--- src/rtl/move_input.sv ---
// Conditions the raw move button for the scroll stage: two-flop synchroniser,
// debounce counter, and an arm flag that keeps movement off until a release.
module move_input #(
    parameter int unsigned DEBOUNCE_CYCLES = 250000,
    parameter int unsigned CNT_W           = 24
) (
    input  logic clk,
    input  logic sys_rst,
    input  logic game_rst,
    input  logic btn_raw,
    input  logic halt,
    output logic move_btn,
    output logic press,
    output logic db_state
);

    localparam logic [CNT_W-1:0] CNT_LAST = CNT_W'(DEBOUNCE_CYCLES - 1);

    logic             sync1_q;
    logic             sync2_q;
    logic [CNT_W-1:0] cnt_q;
    logic [CNT_W-1:0] cnt_d;
    logic             dbState_q;
    logic             dbState_d;
    logic             dbPrev_q;
    logic             armed_q;
    logic             armed_d;
    logic             press_q;
    logic             press_d;

    // Any sample that agrees with the debounced level throws the count away.
    always_comb begin
        cnt_d     = cnt_q;
        dbState_d = dbState_q;
        if (sync2_q == dbState_q) begin
            cnt_d = '0;
        end else if (cnt_q >= CNT_LAST) begin
            dbState_d = sync2_q;
            cnt_d     = '0;
        end else begin
            cnt_d = cnt_q + CNT_W'(1);
        end
    end

    // Clearing wins over setting, so a button held through a restart stays disarmed.
    always_comb begin
        armed_d = armed_q;
        if (game_rst || halt) begin
            armed_d = 1'b0;
        end else if (!dbState_q) begin
            armed_d = 1'b1;
        end
    end

    assign press_d = ~dbPrev_q & dbState_q & armed_q & ~halt & ~game_rst;

    always_ff @(posedge clk or posedge sys_rst) begin
        if (sys_rst) begin
            sync1_q   <= 1'b0;
            sync2_q   <= 1'b0;
            cnt_q     <= '0;
            dbState_q <= 1'b0;
            dbPrev_q  <= 1'b0;
            armed_q   <= 1'b0;
            press_q   <= 1'b0;
        end else begin
            sync1_q   <= btn_raw;
            sync2_q   <= sync1_q;
            cnt_q     <= cnt_d;
            dbState_q <= dbState_d;
            dbPrev_q  <= dbState_q;
            armed_q   <= armed_d;
            press_q   <= press_d;
        end
    end

    assign move_btn = dbState_q & armed_q & ~halt;
    assign press    = press_q;
    assign db_state = dbState_q;

endmodule

--- config.mk ---
export PLATFORM = sky130hd
export DESIGN_NAME = move_input
export DESIGN_NICKNAME = d
export VERILOG_FILES = /design/src/rtl/move_input.sv
export SDC_FILE = /design/constraint.sdc
export NUM_CORES = 1
export LEC_CHECK = 0
export ABC_CLOCK_PERIOD_IN_PS = 1700
export CAP_MARGIN = 20
export CELL_PAD_IN_SITES_DETAIL_PLACEMENT = 1
export CELL_PAD_IN_SITES_GLOBAL_PLACEMENT = 1
export CORE_MARGIN = 2
export CORE_UTILIZATION = 42
export CTS_CLUSTER_SIZE = 10
export DETAILED_ROUTE_END_ITERATION = 6
export GPL_ROUTABILITY_DRIVEN = 0
export PLACE_DENSITY_LB_ADDON = 0.1
export SYNTH_ARGS = -nofsm -noshare
export SYNTH_HDL_FRONTEND = slang
export SYNTH_SLANG_ARGS = --single-unit
--- constraint.sdc ---
create_clock -name clk -period 1.7 [get_ports clk]
set_input_delay 0.255 -clock clk [delete_from_list [all_inputs] [get_ports clk]]
set_output_delay 0.255 -clock clk [all_outputs]
set_load 0.005 [all_outputs]
After elaboration in Yosys (flattened, before gate mapping) --
Cells that the tools add are included.
Word-level totals: register bits 30, bits in latches 0, RAM bits 0, memory bits (read-only) 0, input bits 5, output and inout port bits 3, logic and storage cells 27, memories kept 0
Cells by class: $add $sub $neg 1, multipliers 0, div/mod/pow operators 0, $lt $le $gt $ge 1, equal/unequal tests 2, shift-type cells 0, multiplexer cells 4, bitwise logic cells 10, reduce and logical (&&, ||, !) cells 2
Operators by type and width (count):
- $mux 24 | 2
- $add 24x1->24 const B | 1
- $ge 24x18->1 const B | 1
- $and 1x1->1 | 6
- $not 1->1 | 4
- $mux 1 | 2
- $ne 2x1->1 const B | 1
- $reduce_and 2->1 | 1
- $eq 1x1->1 | 1
- $logic_or 1x1->1 | 1

Logic depth before layout (Yosys ltp) --
Gate-level depths: netlist of the first run.
depth after elaboration 5, mapped depth 7, gate-level depth less buffers 5

Least setup slack after synthesis of the first run --
No wires, ideal clock.
kind reg2reg, start register cnt_q[0], end register cnt_q[16], library setup time 0.077 ns, arrival 1.503 ns, path slack 0.120 ns, cell stages (with the launch flop) 6, buffers on the path 0, period minus slack after synthesis 1.580 ns, cell sequence dfrtp_1 > ha_1 > and4_4 > nand4_4 > or4_1 > a21oi_1
Between the ends: word-level cells in the longest chain between the ends 3
Ends and longest elaborated chain:
- start, declared | RTL line 21 | logic [CNT_W-1:0] cnt_q;
- start signal, assigned | RTL line 69 | cnt_q <= cnt_d;
- $add 24x1->24 / $ge 24x18->1 (equally long branches) | RTL line 41, 37
- $mux 24 (*) | RTL line 37 | end else if (cnt_q >= CNT_LAST) begin
- $mux 24 (*) | RTL line 35 | if (sync2_q == dbState_q) begin
- net cnt_d[16] | RTL line 22 | logic [CNT_W-1:0] cnt_d;
Mark *: on every way through the listed nets, which the timed path passes. The rest lies on a longest branch. A chain may end at the register's enable or synchronous reset.

Worst setup path in the final report of the first run --
start register cnt_q[1], end register cnt_q[16]
Same word-level chain as after synthesis.

==> results of run 1 <==
[worst max-delay path, cell delays in order (launching register included)]
cell and delay (ns):
dfrtp_1 0.41, ha_4 0.17, and4_4 0.27, nand4_4 0.14
or4_4 0.44, a21oi_2 0.13
[final timing paths]
| path | start | slack, ns | endpoint |
|---|---|---|---|
| min in group clk | btn_raw | 0.35 | sync1_q |
| hold / removal | sys_rst | 0.30 | cnt_q[10] |
| max in group asynchronous | sys_rst | 1.12 | cnt_q[15] |
| setup reg to reg | cnt_q[1] | 0.08 | cnt_q[16] |
| setup / recovery | cnt_q[1] | 0.08 | cnt_q[16] |
| hold reg to reg | sync1_q | 0.36 | sync2_q |
[timing repair]
| action | 4_1_cts | 5_1_grt |
|---|---|---|
| pin swaps | 0 | 3 |
| endpoints found under the hold margin | 0 | 0 |
| endpoints found under the setup margin | 2 | 18 |
| gates resized for setup | 3 | 7 |
[sequential cells by signal, summed over array words and instances, names as in the netlist]
register	count
armed_q	1
cnt_q	24
dbPrev_q	1
db_state	1
press	1
sync1_q	1
sync2_q	1
[metal layers]
metal  vias to the layer above  wire length [um]  global-route usage, %
li1                        444                 -                      -
met1                       458              1130                   19.6
met2                        11              1280                   28.4
met3                         7                97                   6.30
met4                         0                61                   8.21
met5                         -                 0                      0
[metrics by stage]
step           setup slack [ns]  power (mW)
3_5_place_dp            -0.0553       0.793
4_1_cts                  0.0288        1.32
3_3_place_gp             0.0120       0.791
2_1_floorplan             0.120       0.768
5_1_grt                 0.00177        1.37
6_report                 0.0817        1.31
[final cells by class]
type | count | area share (%)
Sequential cell | 30 | 44.6
Multi-Input combinational cell | 82 | 38.5
Timing Repair Buffer | 14 | 7.96
Clock buffer | 8 | 4.69
Tap cell | 44 | 3.27
Inverter | 4 | 0.893
[kinds of logic after synthesis]
family | count (synthesis) | share of synthesized area, %
muxes | 1 | 0.814
DFF | 30 | 54.2
adders and majority gates | 1 | 0.904
other | 1 | 0.271
buffers and inverters | 7 | 4.16
AOI/OAI and AO/OA | 14 | 6.15
xor gates and xnor gates | 13 | 8.23
and+or+nand+nor | 47 | 25.2
[cell usage in the layout (no fill, tap or decap), types with 2 or more instances in the layout]
cell type and instances:
dfrtp_1 30, inv_1 4, nor3b_1 2, nand3_1 4, a21oi_1 4, nand4_1 5
clkdlybuf4s50_1 6, xor2_1 11, o21ai_0 3, nand2_1 6, nor4_4 2, nor2_1 5
or3_1 3, and4_4 2, clkbuf_4 5, clkbuf_8 3, and4_1 2, nor2_4 8
conb_1 6, xnor2_1 2, buf_4 6, nor2_2 2
[power groups by stage]
stage	clock network (mW)	logic, mW	registers, mW
floorplan	0	0.0218	0.746
global placement	0	0.0454	0.746
detailed placement	0	0.0466	0.746
CTS	0.541	0.0463	0.732
global route	0.579	0.0521	0.736
finish	0.526	0.0457	0.734
==> results.md, run 1 <==
* Status: finished clean
* Fin nets at 143
* Synth async-reset ratio at 100%
* DP Area at 0.00155 mm^2
* YS warnings at 0
* Critical-path maximum fanout at 5
* Core area at 0.00310 mm^2
* Antenna Nets Post-Route at 0
* Final Cycle Share at 95.2%
* Distinct cell type count after synthesis at 33
* Finished Layout Cells at 182
* Clk pin slew, worst setup/hold paths at 0.10 ns
* Hpwl dp at 1770 um
* Layout area overhead at 21.5%
* Clock root cell: clkbuf_4
* Worst EP required at 1.97 ns
* CP startpoint kind: register
* Switching Fraction at 21.1%
* Vias in the first global route at 994
* Psw at 0.275 mW
* Clk buf depth at 2
* Via density per instance at 5.05
* Seq cells post-synth at 30
* Design Area, Final at 0.00168 mm^2
* Residual DRC at 0
* Core Rows at 20
* Number of port buffers at 7
* All-Layer GR Usage at 17.1%
* Area of the multi-input gates at 648 um^2
* Die height at 61.4 um
* Synthesized area at 0.00138 mm^2
* Hold Violations, Final at 0
* Storage element area at 751 um^2
* Die width at 61.4 um
* Achievable Freq at 618 MHz
* Worst hold path type: input pin to asynchronous set/reset pin
* TritonCTS Buffers at 5
* Max-cap violations at 0
* Clock Skew at 0.00843 ns
* Post-synth top area cell: dfrtp_1
* Post-synth top cells: dfrtp_1, xor2_1, nor2_4, nand2_1
* Ant. Diodes at 0
* Most numerous cell in the Yosys netlist: dfrtp_1
* Number of failing setup endpoints in the final timing report at 0
* EDFF count, synth at 0
* Initial antenna violation count at 0
* H-Tree Depth at 2
* First-pass DRT Iterations at 4
* Cell count after synthesis at 114
* Layout cells sized above 1 at 26.8%
* RSZ-0062 raised after global routing: false
* Register area share after synthesis at 54.2%
* Pin count of the biggest net entering global routing at 31
* Peak supply drop at 0.429 mV
* Worst skew pair latency at 0.34 ns
* Mean Syn Cell Area at 12.1 um^2
* Final Util at 54.2%
* CTS tree: done
* FF-to-FF path depth at 5
* CP arrival at 1.89 ns
* Number of fill cells at 348
* Internal power at 1.03 mW
* Setup TNS at 0 ns
* Seq pwr share at 56.2%
* Pins Over Slew Limit at 0
* Nature of the critical path endpoint: register
* Sink Count at 30
* Die area at 0.00377 mm^2
* Post-CTS Hold Fix Bufs at 0
* Comb pwr share at 3.5%
* Clock Power Share at 40.3%
* Yosys top cell area share at 54.2%
* Placed instance count at 174
* Post-Route WL at 2580 um
* Wire per inst at 14.1 um
* Vias post-DR at 920
* Period minus WS final at 1.62 ns
* Initial core utilization at 44.6%
* Cell area power density at 776 mW/mm^2
* DRT iter0 DRCs at 21
* Ys flop type: dfrtp_1
* Grt total ovfl at 0
* Hold slack at 0.304 ns
* P_leak at 0.689 nW
* First-pass GRT wire length at 4520 um
* I/O pins at 8
* Worst setup path class: register to register
* Synth top area cells: dfrtp_1, xor2_1, nor2_4
* Post-CTS Repair Setup Buffers at 0
(Power assumes the default switching activity.)
==> inputs of run 2 (changes only) <==
--- a/config.mk
+++ b/config.mk
@@ -14,6 +14,7 @@
 export CTS_CLUSTER_SIZE = 10
 export DETAILED_ROUTE_END_ITERATION = 6
 export GPL_ROUTABILITY_DRIVEN = 0
+export MAX_ROUTING_LAYER = met4
 export PLACE_DENSITY_LB_ADDON = 0.1
 export SYNTH_ARGS = -nofsm -noshare
 export SYNTH_HDL_FRONTEND = slang
==> run 2 against run 1 <==
Compared with the run above: power about the same; setup slack better by 0.0017 ns; count of clock-buffer cells in the layout unchanged; core utilization unchanged; clock skew about the same; largest cell class unchanged; largest power group unchanged; highest routed layer unchanged.
==> results.md, run 2 (synthesized netlist as in run 1, its figures left out) <==
* Post-CTS Repair Setup Buffers at 0 (unchanged)
* Vias post-DR at 922 (+0.22%)
* CP arrival at 1.89 ns (about the same)
* Most common cell after layout, fill and taps aside: dfrtp_1
* Worst setup path class: register to register
* Switching Fraction at 21.0% (-0.049 points)
* Via density per instance at 5.07 (+0.22%)
* Seq pwr share at 56.3% (about the same)
* CTS tree: done
* Max reg flops at 24 (unchanged)
* Met3 Use GR at 6.30% (unchanged)
* R2r startpoint: cnt_q[1]
* Pins Over Slew Limit at 0 (unchanged)
* Number of port buffers at 7 (unchanged)
* First-pass DRT Iterations at 4 (unchanged)
* Period minus WS final at 1.62 ns (-0.00167 ns)
* Core area at 0.00310 mm^2 (unchanged)
* Critical-path maximum fanout at 5 (unchanged)
* Placement Setup Slack at -0.0553 ns (unchanged)
* GR peak layer: met2
* Clock root cell: clkbuf_4
* Sink Count at 30 (unchanged)
* M2 GR Usage at 28.4% (unchanged)
* Die width at 61.4 um (unchanged)
* First-pass GRT wire length at 4520 um (unchanged)
* Die area at 0.00377 mm^2 (unchanged)
* All-Layer GR Usage at 17.7% (+0.54 points)
* Power, Total at 1.30 mW (about the same)
* Post-CTS Hold Fix Bufs at 0 (unchanged)
* Commonest non-fill, non-tap cells in the layout: dfrtp_1, xor2_1, nor2_4
* Psw at 0.274 mW (-0.30%)
* Biggest register: cnt_q
* Hold Violations, Final at 0 (unchanged)
* Hpwl dp at 1770 um (unchanged)
* Clock Power Share at 40.2% (about the same)
* TritonCTS Buffers at 5 (unchanged)
* Achievable Freq at 619 MHz (+0.10%)
* Number of failing setup endpoints in the final timing report at 0 (unchanged)
* Ant. Diodes at 0 (unchanged)
* Number of fill cells at 348 (unchanged)
* Crit. Startpoint: cnt_q[1]
* Final Cycle Share at 95.1% (-0.098 points)
* Fin worst setup slack at 0.0834 ns (+0.00167 ns)
* Pin count of the biggest net entering global routing at 31 (unchanged)
* Layout cells sized above 1 at 26.8% (unchanged)
* Met1 Track Usage GR at 19.6% (unchanged)
* Layout area overhead at 21.5% (unchanged)
* Comb pwr share at 3.5% (about the same)
* Wire per inst at 14.2 um (about the same)
* RSZ-0062 raised after global routing: false
* Post-Route WL at 2580 um (about the same)
* Status: finished clean
* DRT iter0 DRCs at 21 (unchanged)
* Clk buf depth at 2 (unchanged)
* Setup TNS at 0 ns (unchanged)
* Internal power at 1.03 mW (about the same)
* Die height at 61.4 um (unchanged)
* Grt total ovfl at 0 (unchanged)
* Fin nets at 143 (unchanged)
* Worst skew pair latency at 0.34 ns (about the same)
* Initial antenna violation count at 0 (unchanged)
* Core Rows at 20 (unchanged)
* Worst EP required at 1.97 ns (about the same)
* Cell area power density at 776 mW/mm^2 (about the same)
* Nature of the critical path endpoint: register
* P_leak at 0.689 nW (unchanged)
* Antenna Nets Post-Route at 0 (unchanged)
* H-Tree Depth at 2 (unchanged)
* Vias in the first global route at 997 (+0.30%)
* CP startpoint kind: register
* Residual DRC at 0 (unchanged)
* Peak supply drop at 0.426 mV (-0.69%)
* Clk pin slew, worst setup/hold paths at 0.10 ns (about the same)
* I/O pins at 8 (unchanged)
* Worst hold path type: input pin to asynchronous set/reset pin
* Clock Skew at 0.00855 ns (+0.000123 ns)
* Max-cap violations at 0 (unchanged)
* Initial core utilization at 44.6% (unchanged)
run 2: cell counts in the layout (fill, tap and decap cells not counted):
Identical to the previous run, type by type.
run 2: power groups by stage:
stage                     Combinational (mW)  Clock (mW)  Sequential (mW)
final                                 0.0457       0.525            0.734
after detailed placement              0.0466           0            0.746
after floorplan                       0.0218           0            0.746
after global placement                0.0454           0            0.746
after CTS                             0.0463       0.541            0.732
after global routing                  0.0521       0.579            0.736
run 2: worst max-delay path, cell delays in order, from the launching register on:
cell and delay (ns):
dfrtp_1 0.41, ha_4 0.17, and4_4 0.27, nand4_4 0.14, or4_4 0.44, a21oi_2 0.13
run 2: area by class of cell:
type                       count  area [um^2]  share of cell area [%]
timing repair buffer          14          134                    7.96
multi-input combinational     82          648                    38.5
inverter                       4         15.0                   0.893
sequential                    30          751                    44.6
tap                           44         55.1                    3.27
clock buffer                   8         78.8                    4.69
run 2: layer usage:
| layer | share of wire (%) | up-vias |
|---|---|---|
| met5 | 0 | - |
| met4 | 2.4 | 0 |
| met3 | 3.8 | 7 |
| met2 | 50 | 11 |
| met1 | 44 | 460 |
| li1 | - | 444 |
run 2: worst paths after layout:
kind / endpoint / slack, ns / depth (start not counted)
max: cnt_q[16] / 0.08 / 5
min: cnt_q[10] / 0.30 / 3
max reg2reg: cnt_q[16] / 0.08 / 5
min reg2reg: sync2_q / 0.35 / 0
max in group asynchronous: cnt_q[15] / 1.12 / 3
min in group clk: sync2_q / 0.35 / 0
run 2: per-stage QoR:
stage,area [um^2],instances,hold slack [ns],utilization [%]
after floorplan,1400,119,0.286,-
after global placement,1550,174,0.334,50.0
after detailed placement,1550,174,0.343,50.0
after CTS,1640,182,0.308,52.9
after global routing,1680,182,0.335,54.2
final,1680,182,0.304,54.2
run 2: timing repair:
action	4_1_cts	5_1_grt
gates resized for setup	3	7
hold endpoints to repair	0	0
setup endpoints to repair	2	18
pin swaps	0	3
==> variant, RTL diff (flow settings as in run 2) <==
Reset style: synchronous (`sys_rst`), changed in one clocked block.
--- a/src/rtl/move_input.sv
+++ b/src/rtl/move_input.sv
@@ -56,3 +56,3 @@
 
-    always_ff @(posedge clk or posedge sys_rst) begin
+    always_ff @(posedge clk) begin
         if (sys_rst) begin
Formal check against the unedited RTL: same outputs for any inputs over 10 cycles, from zero or initial values and one cycle with sys_rst high; that may be too few to reach the edited logic, so the function may still have changed.
==> variant against run 2 <==
Worst hold slack better by 120 ps; design area is 9.7% lower; critical path type unchanged; die area down 14%; total power increased by 15%; area after synthesis shrank 15%; routed wire length fell by 2.3%; sequential cell count unchanged; global-route usage is 1.3 points higher; setup slack gained 18 ps; sequential share of layout area decreased by 4.9 points; largest cell class unchanged.
==> variant: results <==
[status]
outcome = finished clean

[power]
total_leakage_power_nw = 0.541
peakVddDrop_mv = 0.975
report.power.total_mw = 1.50

[sta]
finClkSkew_ps = 10.4

[synth]
yosys-mux-area-fraction = 0.00852
synthAdderAreaFrac = 0.0106
synth_area_leaders = dfxtp_1, xnor2_1, nor2_1
synthTopCellsByCount = dfxtp_1, nor2_1, xnor2_1
async_flop_share = 0
synth_cells = 123
ys_seq_area_frac = 0.511
synth_compound_area_frac = 0.0437
ys_types = 28
synth-main-ff-cell = dfxtp_1
synthXorXnorAreaFrac = 0.119

[layout]
fin_nets = 157
final_cell_count_no_fill = 183
fillers = 320
drive_above_1_share = 0.191

[drt]
first_iter_violations = 14
vias_per_cell = 5.10
wl_per_cell_um = 13.7

[critical_path]
cp_max_fo = 18
critPathArrivalTime_ps = 1860
worstSetupStartpoint = cnt_q[21]

[global_route]
grt_antenna_before_repair = 0
grt_max_degree = 19
grt_pass1_vias = 938
grt.total_usage = 0.190
grt_pass1_wl_mm = 4.40

[cts]
clk_path_buf_depth = 2

[placed_design]
hpwl_mm = 1.85
[variant: report_power, final]
| part | total (mW) | internal [mW] | switching [mW] |
|---|---|---|---|
| clock | 0.753 | 0.498 | 0.255 |
| sequential | 0.722 | 0.715 | 0.00712 |
| combinational | 0.0274 | 0.0174 | 0.00995 |
[variant: routing by layer]
layer  part of all wire  wire length [um]  vias up  track usage
li1                   -                 -      476            -
met1               0.46              1150      446        0.233
met2               0.49              1240        7        0.266
met3              0.031                79        5       0.0806
met4              0.020                51        0       0.0930
met5                  0                 0        -            -
[variant: final cells by class]
class,count,area [sq um],area share
repair buffers,19,171,0.113
clock inverters,2,60.1,0.0395
inverters,5,18.8,0.0124
clock buffers,6,51.3,0.0338
flip-flops and latches,30,603,0.397
well taps,31,38.8,0.0255
multi-input cells,90,576,0.379
[variant: repair_timing]
item,in CTS,in global routing
pin swaps,0,6
hold buffers,0,0
setup endpoints to repair,1,18
gates resized for setup,2,7
setup buffers,0,1
[variant: worst paths after layout]
kind	end	cells after the start	slack (ps)
max	cnt_q[4]	5	100
min	press	1	420
max reg2reg	cnt_q[4]	5	100
min reg2reg	press	1	420
[variant: kinds of logic after synthesis]
logic type / Yosys count
buffers and inverters: 8
and+or+nand+nor: 59
DFF: 30
AOI/OAI and AO/OA: 7
muxes: 1
xor gates and xnor gates: 16
other: 1
adders and majority gates: 1
[variant: through the flow]
step	setup WS, ps	utilization	hold slack [ps]	area (sq um)	TNS [ps]
3_5_place_dp	-60.1	0.505	403	1370	-60.1
3_3_place_gp	37.4	0.505	388	1370	0
5_1_grt	5.87	0.560	446	1520	0
6_report	102	0.560	419	1520	0
4_1_cts	23.1	0.546	417	1480	0
2_1_floorplan	136	-	327	1190	0
[variant: worst max-delay path, cell delays in order, from the launching register on]
cell	delay, ps
dfxtp_2	340
nor4_4	300
a31oi_2	150
a2111o_1	470
buf_12	170
nor2_1	110
